<file path="config.mk">
export PLATFORM = sky130hd
export DESIGN_NAME = ram_access_arbiter
export DESIGN_NICKNAME = d
export VERILOG_FILES = /design/src/rtl/ram_access_arbiter_pkg.sv /design/src/rtl/ram_access_arbiter_rr.sv /design/src/rtl/ram_access_arbiter.sv
export SDC_FILE = /design/constraint.sdc
export NUM_CORES = 1
export LEC_CHECK = 0
export BUFFER_PORTS_ARGS = -buffer_cell sky130_fd_sc_hd__buf_2
export CAP_MARGIN = 5
export CORE_MARGIN = 10
export CORE_UTILIZATION = 42
export CTS_CLUSTER_SIZE = 28
export DETAILED_ROUTE_END_ITERATION = 7
export GPL_TIMING_DRIVEN = 0
export PLACE_DENSITY = 0.8
export SYNTH_ARGS = -nofsm -noshare
export SYNTH_HDL_FRONTEND = slang
export SYNTH_HIERARCHICAL = 1
export SYNTH_SLANG_ARGS = --single-unit
</file>
<file path="constraint.sdc">
create_clock -name clk -period 2.43 [get_ports clk]
set_input_delay 0.243 -clock clk [delete_from_list [all_inputs] [get_ports clk]]
set_output_delay 0.243 -clock clk [all_outputs]
set_load 0.02 [all_outputs]
</file>
<file path="src/rtl/ram_access_arbiter_pkg.sv">
// Shared helpers for the RAM access arbiter: sizing functions for client IDs
// and the read-return pipeline.
package ram_access_arbiter_pkg;

  function automatic int clog2(input int value);
    int r;
    r = 0;
    for (int i = 0; i < 31; i++) begin
      if (int'(32'd1 << i) < value) begin
        r = i + 1;
      end
    end
    return r;
  endfunction

  // Width of a client index; never below one bit.
  function automatic int client_id_w(input int num_clients);
    return (clog2(num_clients) > 1) ? clog2(num_clients) : 1;
  endfunction

  // Read-return depth: one issue register plus the RAM's own latency.
  function automatic int rd_pipe_depth(input int ram_rd_latency);
    return 1 + ram_rd_latency;
  endfunction

endpackage

</file>
<file path="src/rtl/ram_access_arbiter_rr.sv">
// Round-robin arbiter: combinational one-hot grant from the request vector and
// a rotating priority pointer that moves just past each winner.
module rr_arbiter
  import ram_access_arbiter_pkg::*;
#(
  parameter int N = 4
) (
  input  logic         clk,
  input  logic         reset,
  input  logic [N-1:0] req,
  output logic [N-1:0] gnt
);

  localparam int PW = client_id_w(N);

  logic [PW-1:0] ptr_r;
  logic [PW-1:0] win_idx_s;
  logic [PW:0]   cand_s;
  logic          win_found_s;

  // Search from the pointer upward, wrapping modulo N, for the first requester.
  always_comb begin
    win_found_s = 1'b0;
    win_idx_s   = '0;
    cand_s      = '0;
    for (int i = 0; i < N; i++) begin
      cand_s = {1'b0, ptr_r} + (PW+1)'(i);
      if (cand_s >= (PW+1)'(N)) begin
        cand_s = cand_s - (PW+1)'(N);
      end else begin
        cand_s = cand_s;
      end
      if (!win_found_s && req[cand_s[PW-1:0]]) begin
        win_found_s = 1'b1;
        win_idx_s   = cand_s[PW-1:0];
      end else begin
        win_found_s = win_found_s;
      end
    end
  end

  // One-hot grant, suppressed while reset is held.
  always_comb begin
    gnt = '0;
    if (win_found_s && !reset) begin
      gnt[win_idx_s] = 1'b1;
    end else begin
      gnt = '0;
    end
  end

  // Pointer advances to the slot after the winner; holds when idle.
  always_ff @(posedge clk or posedge reset) begin
    if (reset) begin
      ptr_r <= '0;
    end else if (win_found_s) begin
      ptr_r <= (win_idx_s == PW'(N-1)) ? '0 : win_idx_s + PW'(1);
    end else begin
      ptr_r <= ptr_r;
    end
  end

endmodule

</file>
<file path="src/rtl/ram_access_arbiter.sv">
// Shares one 1R/1W RAM among NUM_CLIENTS requesters: independent round-robin
// read/write arbitration, registered RAM ports, in-order read-return tagging.
module ram_access_arbiter
  import ram_access_arbiter_pkg::*;
#(
  parameter int NUM_CLIENTS    = 4,
  parameter int DATA_WIDTH     = 10,
  parameter int ADDR_WIDTH     = 12,
  parameter int RAM_RD_LATENCY = 2
) (
  input  logic                              clk,
  input  logic                              reset,
  input  logic [NUM_CLIENTS-1:0]            cl_rd_req,
  input  logic [NUM_CLIENTS*ADDR_WIDTH-1:0] cl_rd_addr,
  output logic [NUM_CLIENTS-1:0]            cl_rd_gnt,
  output logic [DATA_WIDTH-1:0]             cl_rd_data,
  output logic [NUM_CLIENTS-1:0]            cl_rd_valid,
  input  logic [NUM_CLIENTS-1:0]            cl_wr_req,
  input  logic [NUM_CLIENTS*ADDR_WIDTH-1:0] cl_wr_addr,
  input  logic [NUM_CLIENTS*DATA_WIDTH-1:0] cl_wr_data,
  output logic [NUM_CLIENTS-1:0]            cl_wr_gnt,
  output logic                              ram_read_req,
  output logic [ADDR_WIDTH-1:0]             ram_read_addr,
  input  logic [DATA_WIDTH-1:0]             ram_read_data,
  output logic                              ram_write_req,
  output logic [ADDR_WIDTH-1:0]             ram_write_addr,
  output logic [DATA_WIDTH-1:0]             ram_write_data
);

  localparam int CLIENT_ID_W   = client_id_w(NUM_CLIENTS);
  localparam int RD_PIPE_DEPTH = rd_pipe_depth(RAM_RD_LATENCY);
  localparam int ID_STAGES     = RD_PIPE_DEPTH - 1;

  logic                   rd_any_s;
  logic                   wr_any_s;
  logic [CLIENT_ID_W-1:0] rd_id_s;
  logic [ADDR_WIDTH-1:0]  rd_addr_s;
  logic [ADDR_WIDTH-1:0]  wr_addr_s;
  logic [DATA_WIDTH-1:0]  wr_data_s;
  logic [CLIENT_ID_W-1:0] id_pipe_r [ID_STAGES];
  logic [ID_STAGES-1:0]   vld_pipe_r;
  logic [NUM_CLIENTS-1:0] rd_ret_onehot_s;

  rr_arbiter #(.N(NUM_CLIENTS)) u_rd_arb (
    .clk   (clk),
    .reset (reset),
    .req   (cl_rd_req),
    .gnt   (cl_rd_gnt)
  );

  rr_arbiter #(.N(NUM_CLIENTS)) u_wr_arb (
    .clk   (clk),
    .reset (reset),
    .req   (cl_wr_req),
    .gnt   (cl_wr_gnt)
  );

  assign rd_any_s   = |cl_rd_gnt;
  assign wr_any_s   = |cl_wr_gnt;
  assign cl_rd_data = ram_read_data;

  // Select the granted client's read address and ID from the one-hot grant.
  always_comb begin
    rd_id_s   = '0;
    rd_addr_s = '0;
    for (int i = 0; i < NUM_CLIENTS; i++) begin
      if (cl_rd_gnt[i]) begin
        rd_id_s   = CLIENT_ID_W'(i);
        rd_addr_s = cl_rd_addr[i*ADDR_WIDTH +: ADDR_WIDTH];
      end else begin
        rd_id_s   = rd_id_s;
        rd_addr_s = rd_addr_s;
      end
    end
  end

  // Select the granted client's write address and data.
  always_comb begin
    wr_addr_s = '0;
    wr_data_s = '0;
    for (int i = 0; i < NUM_CLIENTS; i++) begin
      if (cl_wr_gnt[i]) begin
        wr_addr_s = cl_wr_addr[i*ADDR_WIDTH +: ADDR_WIDTH];
        wr_data_s = cl_wr_data[i*DATA_WIDTH +: DATA_WIDTH];
      end else begin
        wr_addr_s = wr_addr_s;
        wr_data_s = wr_data_s;
      end
    end
  end

  // Issue registers: request strobes last one cycle; address/data hold when idle.
  always_ff @(posedge clk or posedge reset) begin
    if (reset) begin
      ram_read_req   <= 1'b0;
      ram_read_addr  <= '0;
      ram_write_req  <= 1'b0;
      ram_write_addr <= '0;
      ram_write_data <= '0;
    end else begin
      ram_read_req  <= rd_any_s;
      ram_write_req <= wr_any_s;
      if (rd_any_s) begin
        ram_read_addr <= rd_addr_s;
      end else begin
        ram_read_addr <= ram_read_addr;
      end
      if (wr_any_s) begin
        ram_write_addr <= wr_addr_s;
        ram_write_data <= wr_data_s;
      end else begin
        ram_write_addr <= ram_write_addr;
        ram_write_data <= ram_write_data;
      end
    end
  end

  // Decode the oldest in-flight read tag into the one-hot return valid.
  always_comb begin
    rd_ret_onehot_s = '0;
    if (vld_pipe_r[ID_STAGES-1]) begin
      rd_ret_onehot_s[id_pipe_r[ID_STAGES-1]] = 1'b1;
    end else begin
      rd_ret_onehot_s = '0;
    end
  end

  // Client-ID pipeline; the final register stage lines cl_rd_valid up with RAM data.
  always_ff @(posedge clk or posedge reset) begin
    if (reset) begin
      vld_pipe_r  <= '0;
      cl_rd_valid <= '0;
      for (int j = 0; j < ID_STAGES; j++) begin
        id_pipe_r[j] <= '0;
      end
    end else begin
      vld_pipe_r[0] <= rd_any_s;
      id_pipe_r[0]  <= rd_id_s;
      for (int j = 1; j < ID_STAGES; j++) begin
        vld_pipe_r[j] <= vld_pipe_r[j-1];
        id_pipe_r[j]  <= id_pipe_r[j-1];
      end
      cl_rd_valid <= rd_ret_onehot_s;
    end
  end

endmodule

</file>
==> impl_metrics.env, run 1 <==
export IMPL_place_gp_congestion=0.8641
export IMPL_crit_type="flip-flop to flip-flop"
export IMPL_dp_hpwl_microns=10070
export IMPL_initial_core_util_pct=43.01
export IMPL_r2r_start="u_rd_arb/ptr_r[1]"
export IMPL_cts_root_buf="clkbuf_8"
export IMPL_drv_cap=0
export IMPL_clk_pin_slew_ns=0.11
export IMPL_p_per_area_nw_per_um2=1046
export IMPL_die_area_sq_um=11270
export IMPL_areaGrowthSynthToFinish_pct=51.22
export IMPL_period_needed_ns=2.433
export IMPL_wirelength_microns=13280
export IMPL_finClkSkew_ns=0.01087
export IMPL_wl_per_cell_microns=20.08
export IMPL_postSynthCellCount=336
export IMPL_htreeDepth=2
export IMPL_cts_sinks=49
export IMPL_hold_path_class="input port to flip-flop"
export IMPL_track_usage_pct=20.67
export IMPL_hold_path_end="ram_write_addr[7]"
export IMPL_critPathRequiredTime_ns=2.63
export IMPL_r2r_cells=9
export IMPL_min_from="cl_wr_addr[43]"
export IMPL_r2r_slack_ns=-0.003
export IMPL_syn_num_nets=500
export IMPL_async_reset_ff_share_pct=100.0
export IMPL_setup_ws_ns=-0.002891
export IMPL_drive_gt1_share_pct=53.30
export IMPL_ys_types=38
export IMPL_path_cells="mux2i_2 > o22ai_2 > or2_1 > ha_2 > and2_4 > or4_4 > clkbuf_16 > o22ai_4 > a21oi_2"
export IMPL_slew_viol_final=0
export IMPL_netlist_area_sq_um=3119
export IMPL_finalNonFillerCells=661
export IMPL_cts_tree="yes"
export IMPL_highest_layer="met4"
export IMPL_worst_r2r_endpoint="ram_read_addr[0]"
export IMPL_yosys_warnings=6
export IMPL_netlist_area_leader_share_pct=39.31
export IMPL_hold_depth=3
export IMPL_path_max_fanout=6
export IMPL_io_buffers=203
export IMPL_arrival_ns=2.63
export IMPL_io_pins=214
export IMPL_placed_cells=639
export IMPL_grt_max_degree=28
export IMPL_drc_errors=0
export IMPL_ant_nets=0
export IMPL_cp_slowest_cell="or4_4"
export IMPL_dr_pass1_iters=4
export IMPL_power_leakage_nw=2.568
export IMPL_slowest_delay_ns=0.60
export IMPL_failed_checks="setup timing"
export IMPL_synth_edf_count=0
export IMPL_rows=31
export IMPL_ys_ff_latch=49
export IMPL_clk_insertion_delay_late_ns=0.31
export IMPL_grt_antenna_before_repair=0
export IMPL_outcome="complete, but fails checks"
export IMPL_fp_dieH_microns=106.2
export IMPL_fin_crit_sh_pct=100.1
export IMPL_grt_overflow_total=0
export IMPL_setup_worst_path_end_class="flip-flop"
export IMPL_synth_largest_area_cell="dfrtp_1"
export IMPL_cts_buffers=5
export IMPL_ys_flop_type="dfrtp_1"
export IMPL_drtIter0Drc=207
export IMPL_tns_ns=-0.002891
export IMPL_peakVddDrop_uv=484.8
export IMPL_viasPerCell=5.349
export IMPL_rsz0062_at_grt="yes"
export IMPL_grt_first_pass_wirelength_microns=19150
export IMPL_tightest_slew_ns=0.5257
export IMPL_grt_pass1_vias=3667
export IMPL_wl_met2_microns=7095
export IMPL_cp_start_kind="flip-flop"
export IMPL_die_x_microns=106.2
export IMPL_finalHoldViolCount=0
export IMPL_wl_met1_microns=4916
export IMPL_total_power_mw=4.934
export IMPL_slew_limit_headroom_pct=64.95
export IMPL_fmax_mhz=411.0
export IMPL_vias=3536
export IMPL_yosys_top_cells_area="dfrtp_1, and3b_1, a21oi_1"
export IMPL_nets=724
export IMPL_avgSynthCellArea_sq_um=9.283
export IMPL_seq_area_frac_synth_pct=39.31
export IMPL_met3_length_microns=957
export IMPL_core_area_sq_um=7253
export IMPL_setup_viol=1
export IMPL_cts_max_path_buffers=2
export IMPL_final_fill_count=651
[layer usage]
metal / global-route usage [%] / vias up
met5: 0 / -
met4: 4.836 / 0
met3: 5.978 / 24
met2: 38.47 / 148
met1: 22.49 / 1699
li1: - / 1665
[worst max-delay path, delay by kind of cell, from the launching register on]
kind / cells / cell delay (ns)
adders and majority gates: 1 / 0.18
DFF: 1 / 0.43
and+or+nand+nor: 3 / 0.98
buffers and inverters: 1 / 0.20
muxes: 1 / 0.24
AOI/OAI and AO/OA: 3 / 0.30
[Yosys cell counts, types with 6 or more instances]
| library cell | n |
|---|---|
| o21ai_0 | 11 |
| clkbuf_1 | 10 |
| and2_1 | 7 |
| o221ai_1 | 11 |
| ha_1 | 8 |
| o21ai_1 | 11 |
| dfrtp_1 | 49 |
| a21o_1 | 21 |
| nor2b_1 | 21 |
| nand2_1 | 25 |
| and3b_1 | 22 |
| buf_4 | 11 |
| buf_2 | 9 |
| a211oi_1 | 21 |
| inv_1 | 10 |
| a21oi_1 | 35 |
| o22ai_1 | 12 |
| nor2_1 | 6 |
[final cells by class]
type	instances	area (sq um)	area share (%)
antenna	1	2.502	0.05305
multi-input combinational	244	1824	38.67
clock inverter	3	25.02	0.5305
sequential	49	1229	26.05
inverter	10	37.54	0.7958
tap	99	123.9	2.626
clock buffer	5	68.82	1.459
timing repair buffer	217	1159	24.56
buffer	33	247.7	5.252
[stage by stage]
step	hold slack (ns)	utilization, %	setup slack, ns	area (sq um)
after floorplan	-0.01582	-	0.1099	3124
after global placement	0.1556	58.79	-0.1264	4264
after detailed placement	0.1680	59.07	-0.1779	4284
after CTS	0.1751	61.34	-0.02092	4449
after global routing	0.1782	65.00	-0.08406	4715
final	0.1826	65.03	-0.002891	4717
[state kept, by name (all words and copies together) (netlist names), 2 cells and up]
signal / flops
ram_read_addr: 12
ram_write_addr: 12
ram_write_data: 10
cl_rd_valid: 4
id_pipe_r: 4
u_rd_arb/ptr_r: 2
u_wr_arb/ptr_r: 2
vld_pipe_r: 2
[layout by cell type (no fill, tap or decap), types with 8 or more instances in the layout]
master    Yosys  layout
dfrtp_1      49      47
buf_4        11      22
a211oi_1     21      15
inv_1        10       9
o22ai_2       4       8
a21oi_1      35      29
and3b_1      22      22
nor2b_1      21      21
a21o_1       21      21
o21ai_1      11      17
nand2_1      25      25
o221ai_1     11      11
buf_2         9     208
[cell families after synthesis]
kind of cell,Yosys count,synth area share [%]
DFF,49,39.31
muxes,4,1.364
AOI/OAI and AO/OA,132,27.96
and+or+nand+nor,100,21.06
adders and majority gates,8,3.209
buffers and inverters,43,7.100
[power breakdown]
part	internal (mW)	total, mW	switching [mW]
clock	0.209	0.512	0.303
sequential	1.21	1.46	0.249
combinational	1.28	2.96	1.68
total	2.70	4.93	2.23
[repair_timing]
| action | CTS | global route |
|---|---|---|
| hold endpoints to repair | 4 | 0 |
| hold buffers | 1 | 0 |
| resized for setup | 19 | 65 |
| endpoints found under the setup margin | 34 | 35 |
| pin swaps | 1 | 13 |
| gates cloned | 0 | 5 |
| buffers inserted | 1 | 6 |
[worst max path at each step]
stage | cells after the start | endpoint | start
6_report | 9 | ram_read_addr[0] | u_rd_arb/ptr_r[1]
5_1_grt | 9 | ram_read_addr[7] | u_rd_arb/ptr_r[1]
4_1_cts | 10 | ram_write_data[7] | u_wr_arb/ptr_r[1]
3_5_place_dp | 10 | ram_write_data[2] | u_wr_arb/ptr_r[1]
3_3_place_gp | 10 | ram_write_addr[9] | u_wr_arb/ptr_r[1]
2_1_floorplan | 10 | ram_write_data[1] | u_wr_arb/ptr_r[1]
Note: power is estimated with default switching activity, not from simulation.
==> inputs of run 2 (changes only) <==
Settings changed: CORE_MARGIN 10 to 2.
==> impl_metrics.env, run 2 (synthesis results as in run 1) <==
export IMPL_outcome="completed"
export IMPL_path_buf_inv=2
export IMPL_hold_path_class="input port to flip-flop"
export IMPL_cts_tree="yes"
export IMPL_dp_hpwl_microns=8194
export IMPL_final_fill_count=642
export IMPL_drv_cap=0
export IMPL_core_area_sq_um=7214
export IMPL_r2r_slack_ns=0.07
export IMPL_endpoint="ram_read_addr[9]"
export IMPL_io_buffers=203
export IMPL_cts_max_path_buffers=2
export IMPL_setup_worst_path_end_class="flip-flop"
export IMPL_arrival_ns=2.55
export IMPL_peakVddDrop_uv=506.8
export IMPL_cp_start_kind="flip-flop"
export IMPL_viasPerCell=5.306
export IMPL_areaGrowthSynthToFinish_pct=48.05
export IMPL_cp_top_family="simple AND/OR/NAND/NOR gates"
export IMPL_path_max_fanout=5
export IMPL_clk_insertion_delay_late_ns=0.31
export IMPL_placed_cells=639
export IMPL_wirelength_microns=10750
export IMPL_grt_first_pass_wirelength_microns=16290
export IMPL_die_x_microns=90.18
export IMPL_finalNonFillerCells=654
export IMPL_grt_overflow_total=0
export IMPL_final_common_cell="buf_2"
export IMPL_grt_max_degree=25
export IMPL_nets=718
export IMPL_clk_pin_slew_ns=0.11
export IMPL_r2r_cells=10
export IMPL_finClkSkew_ns=0.006455
export IMPL_period_needed_ns=2.357
export IMPL_diodes=0
export IMPL_wl_per_cell_microns=16.43
export IMPL_register_area_sq_um=1229
export IMPL_cts_root_buf="clkbuf_8"
export IMPL_die_area_sq_um=8132
export IMPL_fin_crit_sh_pct=97.00
export IMPL_io_pins=214
export IMPL_p_per_area_nw_per_um2=1016
export IMPL_critPathRequiredTime_ns=2.62
export IMPL_p_int_mw=2.597
export IMPL_reg_largest_list="ram_read_addr x12, ram_write_addr x12, ram_write_data x10"
export IMPL_rows=31
export IMPL_slew_viol_final=0
export IMPL_dr_pass1_iters=6
export IMPL_r2r_start="u_rd_arb/ptr_r[1]"
export IMPL_power_leakage_nw=2.528
export IMPL_power_switching_mw=2.097
export IMPL_cts_sinks=49
export IMPL_path_cells="buf_4 > a21oi_1 > o21a_1 > o22ai_1 > ha_1 > and2_4 > or4_4 > buf_4 > o22ai_1 > a21oi_1"
export IMPL_p_clk_share_pct=11.2
export IMPL_total_power_mw=4.693
export IMPL_combPwrFrac_pct=58.0
export IMPL_grt_pass1_vias=3374
export IMPL_post_route_util_pct=64.01
export IMPL_vias=3470
export IMPL_tightest_slew_ns=0.5395
export IMPL_place_gp_congestion=0.9189
export IMPL_slew_limit_headroom_pct=64.03
export IMPL_drtIter0Drc=175
export IMPL_cp_slowest_cell="or4_4"
export IMPL_fmax_mhz=424.2
export IMPL_cts_buffers=5
export IMPL_htreeDepth=2
export IMPL_p_sw_share_pct=44.68
export IMPL_seqPwrFrac_pct=30.8
export IMPL_ant_nets=0
export IMPL_grt_antenna_before_repair=3
export IMPL_setup_viol=0
export IMPL_track_usage_pct=24.49
export IMPL_slowest_delay_ns=0.54
export IMPL_initial_core_util_pct=43.24
export IMPL_drc_errors=0
export IMPL_drive_gt1_share_pct=52.25
export IMPL_cp_startpoint="u_rd_arb/ptr_r[1]"
export IMPL_finalHoldViolCount=0
export IMPL_crit_type="flip-flop to flip-flop"
export IMPL_layout_common_cells="buf_2, dfrtp_1, a21oi_1"
export IMPL_worst_r2r_endpoint="ram_read_addr[9]"
export IMPL_fp_dieH_microns=90.18
export IMPL_multi_input_area_sq_um=1804
export IMPL_cp_depth=10
## run 2: cell count changes in the layout (fill, tap and decap cells not counted), sizes merged
cell	delta
buf	-8
clkbuf	+2
clkinv	-1
clkinvlp	+1
diode	-1
## run 2: final cells by class
| class | instances | area share [%] |
|---|---|---|
| Buffer | 33 | 4.904 |
| Clock buffer | 5 | 1.490 |
| Clock inverter | 3 | 0.5690 |
| Inverter | 10 | 0.8128 |
| Multi-Input combinational cell | 244 | 39.07 |
| Sequential cell | 49 | 26.61 |
| Tap cell | 99 | 2.682 |
| Timing Repair Buffer | 211 | 23.87 |
## run 2: power by group through the flow
| stage | Combinational [mW] | Sequential (mW) | Clock, mW |
|---|---|---|---|
| after floorplan | 1.24 | 1.83 | 0 |
| after global routing | 2.96 | 1.49 | 0.564 |
| final | 2.72 | 1.45 | 0.523 |
| after CTS | 2.50 | 1.43 | 0.530 |
| after detailed placement | 2.47 | 1.44 | 0 |
| after global placement | 2.40 | 1.42 | 0 |
## run 2: metal layers
layer,GRT usage [%],wire [microns],vias up
met5,0,13,-
met4,9.231,255,2
met3,4.862,731,22
met2,41.60,5457,143
met1,30.83,4290,1653
li1,-,-,1650
## run 2: tightest hold or removal path, delay by kind of cell
family / cells / cell delay (ns)
simple gates: 1 / 0.03
buf+inv: 1 / 0.08
compound gates: 1 / 0.10
## run 2: through the flow
step / worst slack (ns) / setup TNS, ns / hold WS [ns] / cell area, sq um
4_1_cts: 0.004248 / 0 / 0.1748 / 4408
3_3_place_gp: -0.05543 / -0.3739 / 0.1514 / 4264
3_5_place_dp: -0.1249 / -1.799 / 0.1628 / 4284
5_1_grt: -0.02186 / -0.1236 / 0.1764 / 4618
2_1_floorplan: 0.1099 / 0 / -0.01582 / 3124
6_report: 0.07285 / 0 / 0.1788 / 4618
## run 2: what timing repair did
item                                    4_1_cts  5_1_grt
endpoints found under the setup margin       29       35
setup buffers                                 0        4
hold endpoints to repair                      4        0
resized for setup                            10       60
hold buffers                                  1        0
cloned                                        0        2
pin swaps                                     0       10
## run 2: worst min path at each step
stage	cells after the start	slack [ns]	end	start
finish	3	0.18	ram_write_data[7]	cl_wr_data[37]
global route	3	0.18	ram_write_data[4]	cl_wr_data[34]
CTS	3	0.17	ram_write_addr[6]	cl_wr_addr[42]
detailed placement	2	0.16	u_rd_arb/ptr_r[1]	reset
global placement	2	0.15	u_rd_arb/ptr_r[1]	reset
floorplan	1	-0.02	u_rd_arb/ptr_r[0]	reset
==> inputs of run 3 (changes only) <==
Settings changed: MAX_ROUTING_LAYER from default to met4.
==> impl_metrics.env, run 3 (synthesis results as in run 1) <==
export IMPL_crit_type="flip-flop to flip-flop"
export IMPL_core_area_sq_um=7214
export IMPL_cts_sinks=49
export IMPL_clk_insertion_delay_late_ns=0.30
export IMPL_io_buffers=203
export IMPL_track_usage_pct=25.74
export IMPL_place_gp_congestion=0.8873
export IMPL_tns_ns=0
export IMPL_slowest_delay_ns=0.54
export IMPL_layout_common_cells="buf_2, dfrtp_1, a21oi_1"
export IMPL_fin_crit_sh_pct=97.25
export IMPL_drc_errors=0
export IMPL_initial_core_util_pct=43.24
export IMPL_fmax_mhz=423.2
export IMPL_grt_pass1_vias=3392
export IMPL_hold_path_class="input port to flip-flop"
export IMPL_io_pins=214
export IMPL_finalHoldViolCount=0
export IMPL_grt_met3_usage_pct=4.191
export IMPL_tightest_slew_ns=0.5044
export IMPL_crit_top_cell="o22ai_2"
export IMPL_grt_util_met1_pct=31.64
export IMPL_cp_start_kind="flip-flop"
export IMPL_grt_first_pass_wirelength_microns=16610
export IMPL_total_power_mw=4.680
export IMPL_outcome="completed"
export IMPL_critPathRequiredTime_ns=2.60
export IMPL_setup_viol=0
export IMPL_reg_largest_list="ram_read_addr x12, ram_write_addr x12, ram_write_data x10"
export IMPL_die_area_sq_um=8132
export IMPL_ant_nets=0
export IMPL_cts_buffers=5
export IMPL_cts_root_buf="clkbuf_8"
export IMPL_r2r_start="u_rd_arb/ptr_r[1]"
export IMPL_period_needed_ns=2.363
export IMPL_wl_per_cell_microns=16.43
export IMPL_peakVddDrop_uv=528.1
export IMPL_busiest_layer="met2"
export IMPL_areaGrowthSynthToFinish_pct=47.53
export IMPL_final_common_cell="buf_2"
export IMPL_die_x_microns=90.18
export IMPL_p_per_area_nw_per_um2=1017
export IMPL_slew_viol_final=0
export IMPL_cp_slowest_cell="or4_4"
export IMPL_arrival_ns=2.53
export IMPL_endpoint="ram_read_addr[0]"
export IMPL_rows=31
export IMPL_grt_overflow_total=0
export IMPL_drive_gt1_share_pct=50.54
export IMPL_nets=719
export IMPL_min_from="cl_wr_addr[42]"
export IMPL_power_leakage_nw=2.531
export IMPL_worst_r2r_endpoint="ram_read_addr[0]"
export IMPL_setup_worst_path_end_class="flip-flop"
export IMPL_grt_util_met2_pct=43.48
export IMPL_fp_dieH_microns=90.18
export IMPL_drtIter0Drc=167
export IMPL_viasPerCell=5.304
export IMPL_vias=3485
export IMPL_cts_tree="yes"
export IMPL_r2r_cells=9
export IMPL_slew_limit_headroom_pct=66.32
export IMPL_cts_max_path_buffers=2
export IMPL_dp_hpwl_microns=8370
export IMPL_clk_pin_slew_ns=0.10
export IMPL_finClkSkew_ns=0.009421
export IMPL_drv_cap=0
export IMPL_wirelength_microns=10790
export IMPL_r2r_slack_ns=0.07
export IMPL_dr_pass1_iters=4
export IMPL_path_cells="mux2i_1 > o22ai_2 > or2_1 > ha_1 > and2_4 > or4_4 > clkbuf_16 > o22ai_2 > a21oi_1"
export IMPL_path_max_fanout=5
export IMPL_htreeDepth=2
export IMPL_grt_max_degree=26
export IMPL_grt_antenna_before_repair=2
export IMPL_cp_startpoint="u_rd_arb/ptr_r[1]"
## run 3: changes by cell type in the layout (fill, tap and decap cells not counted), moves of 2 or more
cell | previous run | this run
a211oi_2 | 9 | 2
buf_4 | 17 | 19
a21oi_1 | 34 | 31
o22ai_2 | 11 | 9
o22ai_1 | 5 | 7
diode_2 | 0 | 2
buf_6 | 7 | 5
a21oi_2 | 1 | 4
clkinv_4 | 0 | 2
a211oi_1 | 12 | 19
clkinvlp_4 | 2 | 0
## run 3: where the power goes
part	internal (mW)	switching (mW)
clock network	0.205	0.281
logic	1.19	1.55
registers	1.21	0.243
## run 3: final cells by class
| class | instances | area, sq um |
|---|---|---|
| diodes | 2 | 5.005 |
| plain buffers | 33 | 237.7 |
| clock buffers | 5 | 68.82 |
| clock inverters | 3 | 22.52 |
| fillers | 665 | 2613 |
| inverters | 10 | 37.54 |
| multi-input cells | 244 | 1754 |
| flip-flops and latches | 49 | 1229 |
| well taps | 99 | 123.9 |
| repair buffers | 212 | 1124 |
## run 3: worst min-delay path by stage
stage                        endpoint  slack (ns)  cells past startpoint
finish              ram_write_addr[6]        0.18                      3
global route        ram_write_addr[1]        0.19                      3
CTS                 ram_write_addr[6]        0.17                      3
detailed placement  u_wr_arb/ptr_r[1]        0.17                      2
global placement    u_rd_arb/ptr_r[1]        0.15                      2
floorplan           u_rd_arb/ptr_r[0]       -0.02                      1
## run 3: per-layer routing
| metal | vias up | part of all wire (%) |
|---|---|---|
| met3 | 21 | 6.6 |
| met1 | 1661 | 41 |
| met2 | 146 | 50 |
| met5 | - | 0 |
| met4 | 0 | 2.5 |
| li1 | 1657 | - |
## run 3: timing repair
| item | CTS | global route |
|---|---|---|
| hold endpoints to repair | 4 | 0 |
| hold buffers | 1 | 0 |
| setup buffers | 0 | 4 |
| pin swaps | 1 | 3 |
| resized for setup | 14 | 44 |
| endpoints found under the setup margin | 23 | 36 |
| cloned | 0 | 3 |
## run 3: stage by stage
step           hold WS (ns)  instances  util (%)  worst slack, ns  instance area, sq um
6_report             0.1783        657     63.79          0.06683                  4602
5_1_grt              0.1915        657     63.79         -0.04783                  4602
4_1_cts              0.1738        648     61.32         0.001583                  4424
3_5_place_dp         0.1661        639     59.38          -0.1576                  4284
3_3_place_gp         0.1499        638     59.11         -0.05477                  4264
2_1_floorplan      -0.01582        336         -           0.1099                  3124
## run 3: worst max-delay path: cells and delay by family, from the launching register on
family | cells | cell delay (ns)
simple gates | 3 | 0.94
flops | 1 | 0.42
compound gates | 3 | 0.27
mux | 1 | 0.23
fa+ha+maj | 1 | 0.19
buf+inv | 1 | 0.19
